`config.mk`:
```
export PLATFORM = sky130hd
export DESIGN_NAME = fifo_apb_master
export DESIGN_NICKNAME = d
export VERILOG_FILES = /design/src/rtl/fifo_apb_master.sv
export SDC_FILE = /design/constraint.sdc
export NUM_CORES = 1
export LEC_CHECK = 0
export ABC_CLOCK_PERIOD_IN_PS = 2200
export CAP_MARGIN = 15
export CORE_UTILIZATION = 45
export CTS_BUF_LIST = sky130_fd_sc_hd__clkbuf_4
export DETAILED_ROUTE_END_ITERATION = 8
export GPL_TIMING_DRIVEN = 0
export PLACE_DENSITY_LB_ADDON = 0.2
export SLEW_MARGIN = 20
export SYNTH_ARGS = -nofsm -noshare
export SYNTH_HDL_FRONTEND = slang
export SYNTH_SLANG_ARGS = --single-unit
```
`constraint.sdc`:
```
create_clock -name rclk -period 2.2 [get_ports rclk]
set_clock_uncertainty 0.1 [all_clocks]
set_input_delay 0.33 -clock rclk [delete_from_list [all_inputs] [get_ports rclk]]
set_output_delay 0.33 -clock rclk [all_outputs]
set_load 0.005 [all_outputs]
```
`src/rtl/fifo_apb_master.sv`:
```
// fifo_apb_master: drains command words from the read side of the async command
// FIFO and executes each one as an APB3 master transfer, returning one response
// per command.
//   rclk, rrst_n           read-domain clock, asynchronous active-low reset
//   fifo_rdata/rempty/rinc FWFT FIFO head word, empty flag, combinational pop strobe
//   psel..pwdata           registered APB3 master request outputs
//   prdata/pready/pslverr  APB3 completer return signals
//   rsp_*                  one-cycle response strobe with held read data, error, direction
//   busy                   a transfer is in progress
module fifo_apb_master #(
  parameter int AW      = 8,
  parameter int DW      = 8,
  parameter int CMD_W   = 1 + AW + DW,
  parameter int TIMEOUT = 16
) (
  input  logic             rclk,
  input  logic             rrst_n,
  input  logic [CMD_W-1:0] fifo_rdata,
  input  logic             fifo_rempty,
  output logic             fifo_rinc,
  output logic             psel,
  output logic             penable,
  output logic             pwrite,
  output logic [AW-1:0]    paddr,
  output logic [DW-1:0]    pwdata,
  input  logic [DW-1:0]    prdata,
  input  logic             pready,
  input  logic             pslverr,
  output logic             rsp_valid,
  output logic [DW-1:0]    rsp_rdata,
  output logic             rsp_err,
  output logic             rsp_write,
  output logic             busy
);
  typedef enum logic [1:0] {IDLE, SETUP, ACCESS} state_t;
  localparam logic [15:0] TO_LAST = 16'(TIMEOUT - 1);
  state_t      r_state, w_next;
  logic [15:0] r_cnt;
  logic        w_done, w_abort, w_pop;
  // A completing ACCESS may pop the next word directly, skipping IDLE so
  // back-to-back zero-wait transfers take two cycles each.
  always_comb begin
    w_done  = r_state == ACCESS && pready;
    w_abort = r_state == ACCESS && !pready && TIMEOUT != 0 && r_cnt == TO_LAST;
    w_pop   = rrst_n && !fifo_rempty && (r_state == IDLE || w_done);
    w_next  = w_pop ? SETUP : r_state == SETUP ? ACCESS : (w_done || w_abort) ? IDLE : r_state;
  end
  assign fifo_rinc = w_pop;
  always_ff @(posedge rclk or negedge rrst_n)
    if (!rrst_n) r_state <= IDLE;
    else r_state <= w_next;
  always_ff @(posedge rclk or negedge rrst_n) begin
    if (!rrst_n) begin
      psel      <= 1'b0;
      penable   <= 1'b0;
      pwrite    <= 1'b0;
      paddr     <= '0;
      pwdata    <= '0;
      r_cnt     <= '0;
      rsp_valid <= 1'b0;
      rsp_rdata <= '0;
      rsp_err   <= 1'b0;
      rsp_write <= 1'b0;
      busy      <= 1'b0;
    end else begin
      busy      <= w_next != IDLE;
      rsp_valid <= w_done || w_abort;
      if (w_pop) begin
        pwrite  <= fifo_rdata[CMD_W-1];
        paddr   <= fifo_rdata[AW+DW-1:DW];
        pwdata  <= fifo_rdata[DW-1:0];
        psel    <= 1'b1;
        penable <= 1'b0;
      end else if (r_state == SETUP) begin
        penable <= 1'b1;
        r_cnt   <= '0;
      end else if (w_done || w_abort) begin
        psel    <= 1'b0;
        penable <= 1'b0;
      end else if (r_state == ACCESS) begin
        r_cnt <= r_cnt + 16'(r_cnt != 16'hFFFF);
      end
      // A timed-out read returns zero data and always flags an error.
      if (w_done || w_abort) begin
        rsp_write <= pwrite;
        rsp_err   <= w_abort || pslverr;
        rsp_rdata <= (w_done && !pwrite && !pslverr) ? prdata : '0;
      end
    end
  end
endmodule

```
==> flow_summary_export.csv <==
group,metric,value,unit
setup_path,slowest_delay,0.42,ns
floorplanning,die_x,74.30,um
synth,syn_area,2352,um2
floorplanning,ios,62,
floorplanning,die_h,74.30,um
synth,async_flop_share,1.000,
hold_path,hold_class,"in -> reg",
synth,synth.most_common_cell,"nand2_1",
layout,fill_cells,367,
place,dp_hpwl,4.114,mm
place,place_inst,368,
setup_path,critPathSlowestCell,"dfrtp_1",
sta,whs,0.3614,ns
setup_path,critPathKind,"reg -> reg",
outcome,failed_checks,"setup timing",
setup_path,cp.arrival,2.37,ns
clock_tree,clock_latency,0.37,ns
global_routing,grt_max_degree,27,
sta,worst_slack,-0.001765,ns
global_routing,grt_pass1_wl,10.07,mm
synth,synth_area_leaders,"dfrtp_1 52%, nand2_1 11%, ha_1 3.2%",
global_routing,grt-ovfl-total,0,
synth,ys_ff_latch,49,
global_routing,antenna_found_initial,0,
global_routing,grt_usage,0.2419,
synth,ys_types,43,
layout,drive_gt1_frac,0.2280,
synth,yosysSeqAreaShare,0.5213,
setup_path,cp_num_buf_inv,1,
route,wl_per_cell,16.14,um
place,portBuffers,61,
synth,synth_common_cells,"67 x nand2_1, 49 x dfrtp_1, 12 x nand3_1, 12 x o21ai_0, 9 x nor2_1",
synth,synth_enable_flop_cells,0,
place,place.gp.congestion,0.9008,
sta,fin_setup_tns,-0.001765,ns
synth,postSynthAreaPerCell,9.842,um2
clock_tree,cts_tree,"done",
sta,tightest_slew,0.5109,ns
setup_path,crit_fanout,5,
global_routing,grt_pass1_vias,2122,
setup_path,worstPathCellList,"and3_4 -> and3_4 -> nand4_1 -> buf_4 -> ha_4 -> nand3_4 -> nor4_4 -> a31oi_1 -> o21ai_0 -> o31ai_1",
setup_path,cp-start-kind,"flop",
pwr,total_power,3.994,mW
layout,fin_util,0.7087,
floorplanning,start_util,0.4821,
floorplanning,rows,25,
route,vias,2204,
sta,grt_setup_unrepaired,"yes",
synth,synth_top_area_frac,0.5213,
clock_tree,cts-root-buf,"clkbuf_4",
pwr,power_leakage,1.554,nW
clock_tree,clk_pin_slew,0.16,ns
floorplanning,die-area,5520,um2
synth,synth-main-ff-cell,"dfrtp_1",
sta,period_needed,2.202,ns
route,vias_per_cell,5.566,
sta,slew_viol_final,0,
outcome,status,"finished, violations left",
clock_tree,cts.path.max_buffers,2,
sta,finalCritPeriodShare,1.001,
sta,setup_violations,1,
sta,final_hold_viol_count,0,
layout,final_cells,396,
layout,fin_nets,364,
route,drt-pass1-iter-count,4,
synth,synth_nets,275,
sta,clock.fmax,454.2,MHz
setup_path,endpoint_kind,"flop",
clock_tree,cts_buffers,5,
layout,antenna_cells,0,
clock_tree,cts.sinks,49,
setup_path,crit_required,2.37,ns
synth,synthCells,239,
route,first_iter_violations,134,
layout,area_delta_synth_final,47.02,%
flow_run,maxCapViolCount,0,
route,ant_nets,0,
route,drt_wl_total,6.393,mm
synth,yosysTopAreaCell,"dfrtp_1",
route,remaining_drc_errors,0,
sta,relSlewSlack,0.6576,
setup_path,crit_family,"simple AND/OR/NAND/NOR gates",
setup_path,timing.critical_path.mode_cell,"and3_4",
pwr,p_per_area,1155,nW/um2
synth,yosysWarnings,0,
floorplanning,core,4880,um2
clock_tree,cts-htree-levels,2,
pwr,max-vdd-ir-drop,598.4,uV
## where the power goes
group	internal (mW)	switching, mW	total, mW
registers	1.21	0.211	1.43
clock network	0.133	0.314	0.448
logic	1.09	1.03	2.12
## area by class of cell
type	count	area, um2	area share
Buffer	7	46.29	0.01339
Clock buffer	5	37.54	0.01085
Clock inverter	3	25.02	0.007236
Inverter	7	31.28	0.009045
Multi-Input combinational cell	174	1197	0.3462
Sequential cell	49	1231	0.3560
Tap cell	67	83.83	0.02424
Timing Repair Buffer	84	805.8	0.2330
## per-layer routing
layer | global-route usage | routed length (um) | up-vias
met2 | 0.4030 | 3212 | 97
met3 | 0.05556 | 442 | 23
li1 | - | - | 1026
met1 | 0.3097 | 2561 | 1058
met5 | 0 | 0 | -
met4 | 0.08805 | 176 | 0
## path summary, 6_finish.rpt
path,slack (ns),from,depth (start not counted),endpoint
max,-0.002,r_cnt[3],10,r_cnt[10]
min,0.36,fifo_rdata[3],3,pwdata[3]
max reg2reg,-0.002,r_cnt[3],10,r_cnt[10]
min reg2reg,0.39,pwdata[1],2,pwdata[1]
max in group asynchronous,1.14,rrst_n,3,r_cnt[1]
min in group asynchronous,0.43,rrst_n,4,r_cnt[6]
## layout by cell type, fill, tap and decap left out, types with 3 or more instances in the layout
| cell | count |
|---|---|
| a22o_1 | 8 |
| buf_2 | 4 |
| buf_4 | 20 |
| clkbuf_4 | 5 |
| clkdlybuf4s50_1 | 59 |
| dfrtp_1 | 45 |
| dfrtp_2 | 4 |
| ha_4 | 3 |
| inv_2 | 4 |
| mux2i_1 | 4 |
| nand2_1 | 66 |
| nand3_1 | 9 |
| nand3_2 | 3 |
| nand4_1 | 6 |
| nor2_1 | 8 |
| o21ai_0 | 11 |
| o21ai_1 | 4 |
| o31ai_1 | 4 |
## through the flow
stage                     setup slack [ns]  cell area [um2]
after global placement              -2.405             3047
after global routing              -0.05371             3458
after detailed placement           -0.7861             3062
after CTS                         -0.05875             3412
after floorplan                    0.05392             2352
final                            -0.001765             3458
## timing repair
action	4_1_cts	5_1_grt
buffers inserted	16	3
endpoints found under the setup margin	11	13
pin swaps	9	4
resized for setup	30	9
cloned	0	0
endpoints found under the hold margin	23	0
hold buffers	3	0
## kinds of logic after synthesis
| kind of cell | share of synthesized area |
|---|---|
| mux | 0.01702 |
| fa+ha+maj | 0.03191 |
| buf+inv | 0.03511 |
| flops | 0.5213 |
| simple gates | 0.2372 |
| compound gates | 0.1574 |
## state kept, by name, summed over array words and instances (netlist names)
register / flops
penable: 1
rsp_rdata: 8
r_state: 2
paddr: 8
rsp_write: 1
psel: 1
rsp_err: 1
pwrite: 1
pwdata: 8
rsp_valid: 1
busy: 1
r_cnt: 16
## worst reg2reg max path, delay by kind of cell, from the launching register on
| family | cells | cell delay, ns |
|---|---|---|
| flops | 1 | 0.42 |
| compound gates | 3 | 0.45 |
| buf+inv | 1 | 0.13 |
| simple gates | 5 | 0.85 |
| fa+ha+maj | 1 | 0.16 |
Note: power is estimated with default switching activity, not from simulation.
